<file path="config.mk">
export PLATFORM = sky130hd
export DESIGN_NAME = priority_grant_decoder_flat
export DESIGN_NICKNAME = d
export VERILOG_FILES = /design/src/rtl/priority_grant_decoder_if.sv /design/src/rtl/priority_grant_decoder.sv /design/src/flat_wrapper.sv
export SDC_FILE = /design/constraint.sdc
export NUM_CORES = 1
export LEC_CHECK = 0
export CAP_MARGIN = 15
export CORE_MARGIN = 1.5
export CORE_UTILIZATION = 53
export DETAILED_ROUTE_END_ITERATION = 12
export GPL_ROUTABILITY_DRIVEN = 1
export PLACE_DENSITY = 0.79
export REMOVE_ABC_BUFFERS = 1
export SYNTH_ARGS = -nofsm -noshare
export SYNTH_HDL_FRONTEND = slang
export SYNTH_SLANG_ARGS = --single-unit
</file>
<file path="constraint.sdc">
create_clock -name clk -period 2.3 [get_ports clk]
set_input_delay 0.345 -clock clk [delete_from_list [all_inputs] [get_ports clk]]
set_output_delay 0.345 -clock clk [all_outputs]
set_load 0.1 [all_outputs]
</file>
<file path="src/rtl/priority_grant_decoder_if.sv">
// rtl/priority_grant_decoder_if.sv - encoded request in, one-hot grant lines and status out
interface priority_grant_decoder_if;
  logic enable;
  logic in0;
  logic in1;
  logic in2;
  logic valid;
  logic a, b, c, d, e, f, g, h;
  logic busy;
  logic ack;
  logic dropped;

  modport master (
    output enable, in0, in1, in2, valid,
    input  a, b, c, d, e, f, g, h, busy, ack, dropped
  );

  modport slave (
    input  enable, in0, in1, in2, valid,
    output a, b, c, d, e, f, g, h, busy, ack, dropped
  );
endinterface

</file>
<file path="src/rtl/priority_grant_decoder.sv">
// rtl/priority_grant_decoder.sv - registered 3-to-8 grant decoder with hold time and break-before-make gap
module priority_grant_decoder #(
  parameter int HOLD_CYCLES = 4,
  parameter int CNT_W       = 8
) (
  input  logic                     clk,
  input  logic                     rst_n,
  priority_grant_decoder_if.slave  bus
);

  // A zero hold would never raise a line; treat it as a single-cycle grant.
  localparam logic [CNT_W-1:0] HOLD_LD = (HOLD_CYCLES < 1) ? CNT_W'(1) : CNT_W'(HOLD_CYCLES);

  typedef enum logic [1:0] {
    IDLE  = 2'd0,
    GRANT = 2'd1,
    GAP   = 2'd2
  } state_t;

  state_t           state_q, state_n;
  logic [CNT_W-1:0] cnt_q, cnt_n;
  logic [2:0]       idx_q, idx_n;
  logic [7:0]       grant_q, grant_n;
  logic             busy_q, busy_n;
  logic             ack_q, ack_n;
  logic             drop_q, drop_n;
  logic [2:0]       code;

  assign code = {bus.in2, bus.in1, bus.in0};

  always_ff @(posedge clk or negedge rst_n) begin
    if (!rst_n) begin
      state_q <= IDLE;
      cnt_q   <= '0;
      idx_q   <= '0;
      grant_q <= '0;
      busy_q  <= 1'b0;
      ack_q   <= 1'b0;
      drop_q  <= 1'b0;
    end else begin
      state_q <= state_n;
      cnt_q   <= cnt_n;
      idx_q   <= idx_n;
      grant_q <= grant_n;
      busy_q  <= busy_n;
      ack_q   <= ack_n;
      drop_q  <= drop_n;
    end
  end

  always_comb begin
    state_n = state_q;
    cnt_n   = cnt_q;
    idx_n   = idx_q;
    ack_n   = 1'b0;
    drop_n  = 1'b0;
    if (!bus.enable) begin
      state_n = IDLE;
      cnt_n   = '0;
    end else begin
      unique case (state_q)
        IDLE: begin
          if (bus.valid) begin
            idx_n   = code;
            cnt_n   = HOLD_LD;
            state_n = GRANT;
            ack_n   = 1'b1;
          end
        end
        GRANT: begin
          // A same-index request on the last cycle still wins over the exit to GAP.
          if (bus.valid && (code == idx_q)) begin
            cnt_n = HOLD_LD;
            ack_n = 1'b1;
          end else begin
            drop_n = bus.valid;
            if (cnt_q <= CNT_W'(1)) begin
              state_n = GAP;
            end else begin
              cnt_n = cnt_q - CNT_W'(1);
            end
          end
        end
        GAP: begin
          drop_n  = bus.valid;
          state_n = IDLE;
        end
        default: begin
          state_n = IDLE;
          cnt_n   = '0;
        end
      endcase
    end
    // Outputs are decoded from the next state so they register alongside it.
    grant_n = (state_n == GRANT) ? (8'b1 << idx_n) : 8'b0;
    busy_n  = (state_n != IDLE);
  end

  assign bus.a       = grant_q[0];
  assign bus.b       = grant_q[1];
  assign bus.c       = grant_q[2];
  assign bus.d       = grant_q[3];
  assign bus.e       = grant_q[4];
  assign bus.f       = grant_q[5];
  assign bus.g       = grant_q[6];
  assign bus.h       = grant_q[7];
  assign bus.busy    = busy_q;
  assign bus.ack     = ack_q;
  assign bus.dropped = drop_q;

endmodule

</file>
<file path="src/flat_wrapper.sv">
// flat-port wrapper written by rule: the top's interface ports become plain ports
module priority_grant_decoder_flat 
#(
  parameter int HOLD_CYCLES = 4,
  parameter int CNT_W       = 8
)
  (clk, rst_n, bus_enable, bus_in0, bus_in1, bus_in2, bus_valid, bus_a, bus_b, bus_c, bus_d, bus_e, bus_f, bus_g, bus_h, bus_busy, bus_ack, bus_dropped);
  priority_grant_decoder_if bus_i ();
  input  logic clk;
  input  logic rst_n;
  input wire logic [$bits(bus_i.enable)-1:0] bus_enable;
  input wire logic [$bits(bus_i.in0)-1:0] bus_in0;
  input wire logic [$bits(bus_i.in1)-1:0] bus_in1;
  input wire logic [$bits(bus_i.in2)-1:0] bus_in2;
  input wire logic [$bits(bus_i.valid)-1:0] bus_valid;
  output wire logic [$bits(bus_i.a)-1:0] bus_a;
  output wire logic [$bits(bus_i.b)-1:0] bus_b;
  output wire logic [$bits(bus_i.c)-1:0] bus_c;
  output wire logic [$bits(bus_i.d)-1:0] bus_d;
  output wire logic [$bits(bus_i.e)-1:0] bus_e;
  output wire logic [$bits(bus_i.f)-1:0] bus_f;
  output wire logic [$bits(bus_i.g)-1:0] bus_g;
  output wire logic [$bits(bus_i.h)-1:0] bus_h;
  output wire logic [$bits(bus_i.busy)-1:0] bus_busy;
  output wire logic [$bits(bus_i.ack)-1:0] bus_ack;
  output wire logic [$bits(bus_i.dropped)-1:0] bus_dropped;
  assign bus_i.enable = bus_enable;
  assign bus_i.in0 = bus_in0;
  assign bus_i.in1 = bus_in1;
  assign bus_i.in2 = bus_in2;
  assign bus_i.valid = bus_valid;
  assign bus_a = bus_i.a;
  assign bus_b = bus_i.b;
  assign bus_c = bus_i.c;
  assign bus_d = bus_i.d;
  assign bus_e = bus_i.e;
  assign bus_f = bus_i.f;
  assign bus_g = bus_i.g;
  assign bus_h = bus_i.h;
  assign bus_busy = bus_i.busy;
  assign bus_ack = bus_i.ack;
  assign bus_dropped = bus_i.dropped;
  priority_grant_decoder #(.HOLD_CYCLES(HOLD_CYCLES), .CNT_W(CNT_W)) u_core (.clk(clk), .rst_n(rst_n), .bus(bus_i));
endmodule
</file>
== Yosys cells after proc, flatten, opt, wreduce, memory -nomap -nowiden ==
Index checks and enable logic that the tools add are counted.
Word-level totals
  register bits after elaboration: 24
  output and inout port bits: 11
  logic and storage cells: 42
Operators by class
  multiplexer cells: 21
  $add $sub $neg: 1
  order comparisons: 1
  shifts and indexed selects: 1
  equal/unequal tests: 7
  reductions and logical operators: 4
Operator list (number)
  $mux W8: 5
  $pmux W8 S3: 1
  $mux W3: 3
  $le A8 B1 Y1 const B: 1
  $mux W2: 4
  $shl A1 B3 Y8 const A: 1
  $sub A8 B1 Y8 const B: 1
  $mux W1: 5
  $eq A2 B1 Y1 const B: 2
  $ne A4 B3 Y1 const B: 1
  $pmux W1 S2: 2
  $pmux W2 S2: 1
  $eq A3 B3 Y1: 1
  $ne A3 B3 Y1 const B: 1
  $reduce_and A3 Y1: 1
  $eq A2 B2 Y1 const B: 1
  $logic_not A2 Y1: 1
  $ne A2 B2 Y1 const B: 1
  $reduce_bool A2 Y1: 1
  $logic_and A1 B1 Y1: 1

== Depth between registers and ports, before layout ==
Gate-level depths: netlist of run 1.
  depth in word-level cells: 7
  gate-level depth with buffers: 8
  gate-level depth less buffers: 7

== Least setup slack after synthesis of run 1 ==
OpenSTA, ideal clock, no wires.
  kind: register -> register
  start point: reg u_core.state_q[0]
  end point: reg u_core.cnt_q[6]
  path buffers: 1
  arrival time: 1924 ps
  setup time: 78 ps
  cell stages (with the launch flop): 9
  path slack: 299 ps
  cell sequence: dfrtp_1 > inv_1 > ha_1 > clkbuf_1 > nor2b_1 > o21a_1 > a21o_2 > or4_1 > a21oi_1
Between the ends
  longest elaborated chain between the ends: 3
Ends and longest elaborated chain
  from (decl): RTL line priority_grant_decoder.sv:20  | state_t state_q, state_n;
  from (signal assigned): RTL line priority_grant_decoder.sv:41  | state_q <= state_n;
  $eq A2 B1 Y1 (tied with other cells): RTL line priority_grant_decoder.sv:61  | unique case (state_q)
  $ne A4 B3 Y1 (no source line) (tied with other cells)
  $reduce_and A3 Y1 (no source line) or $mux W8 (tied branches)
  to (signal assigned): RTL line priority_grant_decoder.sv:42  | cnt_q <= cnt_n;
  to (decl): RTL line priority_grant_decoder.sv:21  | logic [CNT_W-1:0] cnt_q, cnt_n;
Several ways; a longest one is shown, not always the timed one.
A chain may end at the register's enable or synchronous reset.

== Worst setup path in the final report of run 1 ==
  start point: reg u_core.cnt_q[2]
  end point: reg u_core.grant_q[6]
Between the ends
  longest elaborated chain between the ends: 7
Ends and longest elaborated chain
  $le A8 B1 Y1: RTL line priority_grant_decoder.sv:77  | if (cnt_q <= CNT_W'(1)) begin
  $mux W2: RTL line priority_grant_decoder.sv:77
  $mux W2: RTL line priority_grant_decoder.sv:72  | if (bus.valid && (code == idx_q)) begin
  $pmux W2 S2: RTL line priority_grant_decoder.sv:61
  $mux W2: RTL line priority_grant_decoder.sv:57  | if (!bus.enable) begin
  $eq A2 B1 Y1: RTL line priority_grant_decoder.sv:95  | grant_n = (state_n == GRANT) ? (8'b1 << idx_n) : 8'b0;
  $mux W8: RTL line priority_grant_decoder.sv:95
  named net u_core.grant_n[6]: RTL line priority_grant_decoder.sv:23  | logic [7:0] grant_q, grant_n;
  to (signal assigned): RTL line priority_grant_decoder.sv:44  | grant_q <= grant_n;
  to (decl): RTL line priority_grant_decoder.sv:23
The timed path passes the listed nets, and every way through them passes these cells.

==> qor.txt, run 1 <==
SYNTH
------------------------------------------------------------------------------------
Area share of the leading cell type in the synthesized netlist                 48.4%
Dominant synthesized flop cell                                          sky130_fd_sc_hd__dfrtp_1
Gate Count Post-Synth                                                            121
Cells taking the most area after synthesis                              sky130_fd_sc_hd__dfrtp_1 (48%), sky130_fd_sc_hd__xnor2_1 (5.6%), sky130_fd_sc_hd__nor2_1 (5.1%), sky130_fd_sc_hd__ha_1 (5.0%), sky130_fd_sc_hd__o21ai_0 (3.2%)
Yosys Warn Count                                                                   0
Sequential fraction of the synthesis area                                      48.4%
Number of storage elements in the synthesis netlist                               24
Number of enable-type register cells in the synthesized netlist                    0
Average instance area after synthesis                                       10.3 µm²
Most common cell in the synthesized netlist                             sky130_fd_sc_hd__dfrtp_1
Async S/R FF share, synth                                                       100%
Leading area contributor after synthesis                                sky130_fd_sc_hd__dfrtp_1
Post-synthesis cell type count                                                    35
Commonest cells post-synth                                              sky130_fd_sc_hd__dfrtp_1 (24), sky130_fd_sc_hd__nor2_1 (17), sky130_fd_sc_hd__inv_1 (9)
Combined area of all synthesized cells                                      1240 µm²

CLOCK NETWORK
------------------------------------------------------------------------------------
Clk_lat worst skew                                                            320 ps
Cell chosen for the clock root                                          sky130_fd_sc_hd__clkbuf_4
Count of clock tree sinks                                                         24
TritonCTS clock tree                                                           built
Number of buffers inserted for hold repair after clock tree synthesis              0
Number of buffers added for setup after CTS                                        0
Number of H-tree branching levels                                                  1
Post-cts gate resize count                                                         0
Total clock buffers created by CTS                                                 3
Deepest clock path buffer count                                                    2
Worst-path clk slew                                                           140 ps

DIE
------------------------------------------------------------------------------------
Chip width                                                                   51.4 µm
Die Ht                                                                       51.4 µm
Std cell rows                                                                     17
Effective utilization at floorplan                                             56.1%
Core area                                                                   2210 µm²
Count of boundary I/O pins                                                        18
Total Die Area                                                              2640 µm²

WORST SETUP PATH
------------------------------------------------------------------------------------
Endpoint type of the worst setup path                                      flip-flop
Worst reg2reg endpoint                                                  u_core.grant_q[6]
Startpoint type of the worst setup path                                    flip-flop
Type of the worst setup path                                            flip-flop to flip-flop
Worst reg2reg path startpoint                                           u_core.cnt_q[2]
Slack of the worst reg-to-reg path                                            160 ps
Data arrival time of the critical path                                       2340 ps
Worst R2R Path Depth                                                               5
CP required                                                                  2500 ps
Critical path fanouts, max                                                         7

ROUTE
------------------------------------------------------------------------------------
Total via count in the routed design                                             945
Post-Route WL                                                                2440 µm
Vias/cell                                                                       5.37
Routed length per instance                                                   13.9 µm
Count of antenna-violating nets left after detailed routing                        0
Violation count after the first detailed-routing iteration                         7
First-pass iteration count of the detailed router                                  4
Residual DRC count                                                                 0

CELLS AND AREA
------------------------------------------------------------------------------------
Post-Route Utilization                                                         68.9%
Layout cell share with drive strength beyond 1                                 24.3%
Cell area after layout                                                      1520 µm²
P&R area growth vs syn                                                         22.8%
Net count of the finished layout                                                 161
Non-filler cells in the finished layout                                          176
Number of diodes added for antenna fixing                                          0

POWER
------------------------------------------------------------------------------------
Leakage power total                                                         0.733 nW
IR Drop Worst-Case VDD                                                      0.864 mV
Net switching power                                                       0.000884 W
Cell Int Power                                                             0.00115 W
Power per cell area                                                      1330 nW/µm²
Relative contribution of sequential cells to total power                       31.2%
Switching share of power                                                       43.5%
Part of the total power dissipated in combinational logic                      53.9%
Design Power                                                               0.00203 W
Fraction of power consumed by the clock network                                14.9%

OUTCOME
------------------------------------------------------------------------------------
Outcome                                                                    completed

STA
------------------------------------------------------------------------------------
Pin slew with the least headroom to its limit                                 504 ps
Unrepaired setup endpoints after global routing                                false
Number of slew-limit violations in the final report                                0
Period utilisation layout                                                      93.0%
Final setup fails                                                                  0
Total Neg Setup Slack                                                           0 ps
Endpoints failing hold                                                             0
Worst slew margin relative to its limit                                        66.2%
Worst setup skew after layout                                                9.77 ps
Achievable frequency                                                         467 MHz
Min Tclk post-route                                                          2140 ps

PLACEMENT
------------------------------------------------------------------------------------
Placed cell area                                                            1470 µm²
Count of port buffers added during placement                                      17
Total instance count after detailed placement                                    172
Post-DP HPWL                                                                 1850 µm
GP Congestion                                                                  0.896

GRT
------------------------------------------------------------------------------------
Initial antenna violation count                                                    0
Total congestion overflow after global routing                                     0
Vias in the first global route                                                   988
Pin count of the biggest net entering global routing                              25
Global-route wire length before repair                                       4240 µm
Global routing usage summed across all routing layers                          21.6%

HOLD PATH
------------------------------------------------------------------------------------
Worst hold path class                                                   input pin to asynchronous set/reset pin

JOB
------------------------------------------------------------------------------------
Number of violations of the max-capacitance limit                                  0

cell type report:
class,instances,area (µm²)
timing repair buffer,25,203
clock buffer,3,22.5
inverter,9,33.8
multi-input combinational,86,599
clock inverter,1,30.0
tap,28,35.0
fill,171,688
sequential,24,601
worst max-delay path, stage by stage (launching register included):
cell and delay [ps]:
sky130_fd_sc_hd__dfrtp_1 460, sky130_fd_sc_hd__or4_4 600, sky130_fd_sc_hd__nor4_4 470, sky130_fd_sc_hd__a21oi_1 250, sky130_fd_sc_hd__o211ai_2 160, sky130_fd_sc_hd__nor2_1 90
power by group through the flow:
stage	clock network, W	registers [W]	logic, W
3_3_place_gp	0	0.000632	0.00107
5_1_grt	0.000321	0.000647	0.00120
4_1_cts	0.000311	0.000633	0.00110
6_report	0.000303	0.000633	0.00109
2_1_floorplan	0	0.000791	0.000672
3_5_place_dp	0	0.000642	0.00109
registers in the layout (all words and copies together), names as in the netlist:
signal / flops
u_core.cnt_q: 8
u_core.grant_q: 8
u_core.idx_q: 3
u_core.state_q: 2
u_core.bus.ack: 1
u_core.bus.busy: 1
u_core.bus.dropped: 1
metal layers:
metal  part of all wire (%)  track usage (%)  wire length (µm)  vias to the layer above
met5                      0                0                 0                        -
li1                       -                -                 -                      474
met2                     53             39.1              1290                       14
met3                    3.2             2.63                78                        2
met1                     43             25.4              1060                      455
met4                   0.57             9.21                14                        0
kinds of logic after synthesis:
family / after synthesis / synth area share (%)
DFF: 24 / 48.4
buffers and inverters: 11 / 3.33
muxes: 3 / 2.62
xor gates and xnor gates: 8 / 5.65
and+or+nand+nor: 45 / 19.5
AOI/OAI and AO/OA: 25 / 15.5
adders and majority gates: 5 / 5.04
stage by stage:
step | hold WS, ps | worst slack (ps)
floorplan | 49.4 | 373
global placement | 535 | 220
detailed placement | 539 | 182
CTS | 367 | 160
global route | 405 | 41.5
finish | 363 | 160
cell usage in the layout (no fill, tap or decap), drive strengths merged, types with 3 or more instances in the layout:
master / n
or4: 3
xnor2: 8
dfrtp: 24
clkbuf: 3
a211oi: 4
nor2: 17
ha: 5
nand2: 8
a21oi: 3
nand3: 4
inv: 9
buf: 19
o21ai: 8
clkdlybuf4s50: 6
how the worst max path moves through the flow:
stage	from	end	slack [ps]	cells past startpoint
floorplan	u_core.state_q[0]	u_core.cnt_q[6]	370	7
global placement	u_core.cnt_q[2]	u_core.grant_q[4]	220	5
detailed placement	u_core.cnt_q[2]	u_core.grant_q[6]	180	5
CTS	u_core.cnt_q[2]	u_core.grant_q[6]	160	5
global route	u_core.state_q[0]	u_core.cnt_q[6]	40	7
finish	u_core.cnt_q[2]	u_core.grant_q[6]	160	5
Note: power is estimated with default switching activity, not from simulation.
==> run 2: changes to the inputs <==
--- a/config.mk
+++ b/config.mk
@@ -12,6 +12,7 @@
 export GPL_ROUTABILITY_DRIVEN = 1
 export PLACE_DENSITY = 0.79
 export REMOVE_ABC_BUFFERS = 1
+export SLEW_MARGIN = 10
 export SYNTH_ARGS = -nofsm -noshare
 export SYNTH_HDL_FRONTEND = slang
 export SYNTH_SLANG_ARGS = --single-unit
==> results of run 2 <==
Same layout as run 1: the final DEF is identical, and so are final timing and power.
